**src/rtl/timer_arbiter.sv**
```systemverilog
// Round-robin arbiter sharing one down-counting interval timer among NREQ requesters.
// The owner's interval is loaded on the grant edge; done pulses for one cycle on expiry.
module timer_arbiter #(
  parameter int NREQ      = 4,
  parameter int WIDTH     = 32,
  parameter int MAX_VALUE = 10000
) (
  input  logic                  clk,
  input  logic                  rst,
  input  logic [NREQ-1:0]       req,
  input  logic [NREQ*WIDTH-1:0] req_count,
  output logic [NREQ-1:0]       grant,
  output logic [NREQ-1:0]       done,
  output logic                  busy,
  output logic [WIDTH-1:0]      q
);

  localparam int                IDXW  = (NREQ > 1) ? $clog2(NREQ) : 1;
  localparam logic [WIDTH-1:0]  MAX_V = WIDTH'(MAX_VALUE);
  localparam logic [NREQ-1:0]   ONE   = NREQ'(1);

  typedef enum logic [1:0] {
    IDLE,
    RUN,
    DONE
  } state_t;

  state_t            state, state_next;
  logic [NREQ-1:0]   grant_q, grant_next;
  logic [WIDTH-1:0]  cnt, cnt_next;
  logic [IDXW-1:0]   ptr, ptr_next;
  logic [IDXW-1:0]   owner, owner_next;

  logic              pick_valid;
  logic [IDXW-1:0]   pick_idx;
  logic [IDXW-1:0]   scan;
  logic [WIDTH-1:0]  pick_count;
  logic [WIDTH-1:0]  pick_clamped;

  // Scan upward from the slot after the last owner so the previous owner ranks last.
  always_comb begin
    pick_valid = 1'b0;
    pick_idx   = '0;
    scan       = '0;
    for (int k = 1; k <= NREQ; k++) begin
      scan = IDXW'((int'(ptr) + k) % NREQ);
      if (!pick_valid && req[scan]) begin
        pick_valid = 1'b1;
        pick_idx   = scan;
      end
    end
  end

  always_comb begin
    pick_count   = req_count[int'(pick_idx)*WIDTH +: WIDTH];
    pick_clamped = (pick_count > MAX_V) ? MAX_V : pick_count;
  end

  always_ff @(posedge clk or negedge rst) begin
    if (!rst) begin
      state   <= IDLE;
      grant_q <= '0;
      cnt     <= '0;
      ptr     <= IDXW'(NREQ - 1);
      owner   <= '0;
    end else begin
      state   <= state_next;
      grant_q <= grant_next;
      cnt     <= cnt_next;
      ptr     <= ptr_next;
      owner   <= owner_next;
    end
  end

  always_comb begin
    state_next = state;
    grant_next = grant_q;
    cnt_next   = cnt;
    ptr_next   = ptr;
    owner_next = owner;
    case (state)
      IDLE: begin
        if (pick_valid) begin
          state_next = RUN;
          grant_next = ONE << pick_idx;
          cnt_next   = pick_clamped;
          owner_next = pick_idx;
        end
      end
      RUN: begin
        // Withdrawal wins over expiry, so a dropped request never sees done.
        if (!req[owner]) begin
          state_next = IDLE;
          grant_next = '0;
          cnt_next   = '0;
          ptr_next   = owner;
        end else if (cnt == '0) begin
          state_next = DONE;
        end else begin
          cnt_next = cnt - WIDTH'(1);
        end
      end
      DONE: begin
        state_next = IDLE;
        grant_next = '0;
        cnt_next   = '0;
        ptr_next   = owner;
      end
      default: begin
        state_next = IDLE;
        grant_next = '0;
        cnt_next   = '0;
      end
    endcase
  end

  assign grant = grant_q;
  assign done  = (state == DONE) ? grant_q : '0;
  assign busy  = (state != IDLE);
  assign q     = cnt;

endmodule

```
**config.mk**
```make
export PLATFORM = sky130hd
export DESIGN_NAME = timer_arbiter
export DESIGN_NICKNAME = d
export VERILOG_FILES = /design/src/rtl/timer_arbiter.sv
export SDC_FILE = /design/constraint.sdc
export NUM_CORES = 1
export LEC_CHECK = 0
export BUFFER_PORTS_ARGS = -buffer_cell sky130_fd_sc_hd__buf_2
export CORE_MARGIN = 2
export CORE_UTILIZATION = 45
export DETAILED_ROUTE_END_ITERATION = 7
export PLACE_DENSITY = 0.91
export SLEW_MARGIN = 10
export SYNTH_ARGS = -nofsm -noshare
export SYNTH_HDL_FRONTEND = slang
export SYNTH_SLANG_ARGS = --single-unit
```
**constraint.sdc**
```tcl
create_clock -name clk -period 3.4 [get_ports clk]
set_input_delay 0.85 -clock clk [delete_from_list [all_inputs] [get_ports clk]]
set_output_delay 0.85 -clock clk [all_outputs]
set_load 0.01 [all_outputs]
```
==> metrics <==
status completed; final-report setup violation count 0; r2r endpoint q[10]$_DFFE_PN0P_; Starting Density 46.4%; Switching Fraction between 40% and 50%; commonest non-fill, non-tap cells in the layout 174 x buf_2, 48 x o21ai_0, 40 x dfrtp_1; crit start category flop; hold crit path type flop to flop; sequential power share 26.7%; Die Width 87.7 um; Final Cycle Share 88.5%; RSZ-0062 raised after global routing false; initial antenna violation count 0; Syn Area/Cell 8.13 um2; Area contributors post-synth dfrtp_1 32%, o21ai_0 7.6%, mux2i_1 5.1%; Most used DFF post-synth dfrtp_1; TritonCTS clock tree yes; cts-stage hold buffer count 0; largest net degree at the start of global routing 43; routed vias/inst 6.05; clk_lat worst skew 0.30 ns; VDD IR max approximately 0.3 mV; EDFF count, synth 0; Hold Crit Depth 2; Unique masters post-synth 55; Clock Path Buffers 2; cell area after synthesis 3150 um2; core footprint 6790 um2; Syn. warnings 0; asr flop ratio synth 100%; share of cells above drive strength 1 between 30% and 40%; initial DRC count slightly below 400; biggest area consumer among synthesized cells dfrtp_1; crit path max fanout 22; DR WL/cell ~18 um; Worst Setup SP q[18]$_DFFE_PN0P_; Layout Cells excl Fill 663; DP HPWL 9250 um; RR Startpoint q[18]$_DFFE_PN0P_; r2r setup slk 0.39 ns; Slew Limit Headroom 37.5%; post-route minimum period 3.01 ns; P_leak about 2.2 nW; maxcap violations 0; Post-Syn Instances 388; vias in the first global route 3816; pre-CTS setup slack 0.119 ns; I/O Pins 175; total clock sinks 42; H-tree depth 2; Int Power about 1.7 mW; Post-Place Cells 655; Comb power frac between 50% and 60%; Setup WS post-layout 0.390 ns; Pins Over Slew Limit 0; area post-placement 4180 um2; setup bufs post-CTS 0; drt first pass iters 5; post-layout util a little under two thirds; first-pass GRT wire length 18300 um; post-route setup TNS 0 ns; Vias roughly 4000; #FFs+latches synth 42; leading cell type in the layout, fill and taps excluded buf_2; I/O Buffers 174; Routed WL 11700 um; Global Route Usage Sum between 30 and 40%; crit path capture q[10]$_DFFE_PN0P_; Mapped Nets 523; diodes inserted 0; post-synth top area share around a third; Die Ht approximately 90 um; Final ANT Viol Nets 0; Final #Nets 701; critical path class flop to flop; net switching power 1.35 mW; Hold WS between 0.5 and 0.6 ns; total grt overflow 0; Critical Path RT 3.65 ns; power per standard cell area between 700 and 800 nW/um2; Clk pwr share between 10% and 20%; sequential area share after synthesis roughly 33%; CTS buffer count 5; drt drc 0; clock transition at the registers of the reported paths 0.08 ns; cts repair resizes 0; std cell rows 30; reg2reg path depth 8; crit path capture type flop; Worst Skew 0.00429 ns; worst slew pin tran 0.937 ns; Arr. time, crit path 3.26 ns; Final Hold Vio Count 0; CTS root buf clkbuf_8; Final Cell Area between 4000 and 5000 um2; Die ar. 7690 um2; Max Clk Rate between 300 and 400 MHz; Area Growth Syn to Fin 37.0%; total design power 3.04 mW; routability cong. around 0.95
==> sequential cells by signal, indices dropped and copies added (netlist names) <==
signal  flops
grant       4
owner       2
ptr         2
q          32
state       2
==> power groups by stage <==
stage / clock (mW) / combinational, mW / sequential (mW)
detailed placement: 0 / 1.68 / 0.807
CTS: 0.500 / 1.70 / 0.801
finish: 0.496 / 1.73 / 0.812
global route: 0.520 / 1.89 / 0.827
global placement: 0 / 1.62 / 0.793
floorplan: 0 / 1.13 / 0.808
==> Yosys cell counts, drive strengths merged, types with 2 or more instances <==
master and n:
a211oi 9, a21o 3, a21oi 26, a22o 4
a22oi 2, a31oi 9, a32o 5, and2 8
and3 2, buf 11, clkbuf 6, dfrtp 40
dfstp 2, inv 15, mux2 7, mux2i 16
nand2 36, nand2b 6, nand3 11, nand4 2
nor2 25, nor2b 3, nor3 15, nor4 19
o21a 6, o21ai 53, o22ai 2, o31ai 11
or2 4, or3 6, or4 8
==> worst min-delay path by stage <==
stage,startpoint,end
detailed placement,q[23]$_DFFE_PN0P_,q[23]$_DFFE_PN0P_
floorplan,owner[1]$_DFFE_PN0P_,owner[1]$_DFFE_PN0P_
global placement,q[23]$_DFFE_PN0P_,q[23]$_DFFE_PN0P_
global route,grant[0]$_DFFE_PN0P_,grant[0]$_DFFE_PN0P_
finish,q[23]$_DFFE_PN0P_,q[23]$_DFFE_PN0P_
CTS,q[23]$_DFFE_PN0P_,q[23]$_DFFE_PN0P_
==> cell families after synthesis <==
kind of cell / synth area share [%]
AOI/OAI and AO/OA: 28.1
and+or+nand+nor: 24.9
DFF: 33.4
buffers and inverters: 4.88
muxes: 8.29
adders and majority gates: 0.397
==> cell type report <==
| type | count | area (um2) |
|---|---|---|
| multi-input combinational | 314 | 1950 |
| clock inverter | 2 | 60.1 |
| fill | 579 | 2470 |
| sequential | 42 | 1050 |
| clock buffer | 6 | 82.6 |
| tap | 96 | 120 |
| timing repair buffer | 188 | 1000 |
| inverter | 15 | 56.3 |
==> per-layer routing <==
layer / GRT usage (%) / share of wire [%] / wire (um)
met3: 7.63 / 11 / 1260
met2: 51.0 / 48 / 5570
met5: 0 / 0 / 0
met1: 37.6 / 38 / 4430
met4: 12.3 / 3.6 / 417
==> worst max-delay path, stage by stage, from the launching register on <==
cell	delay, ns
dfrtp_1	0.44
or4_4	0.56
or4_4	0.47
or4_4	0.48
o31ai_4	0.26
buf_4	0.29
o21ai_0	0.16
o31ai_1	0.12
o21a_1	0.17
(Power assumes the default switching activity.)
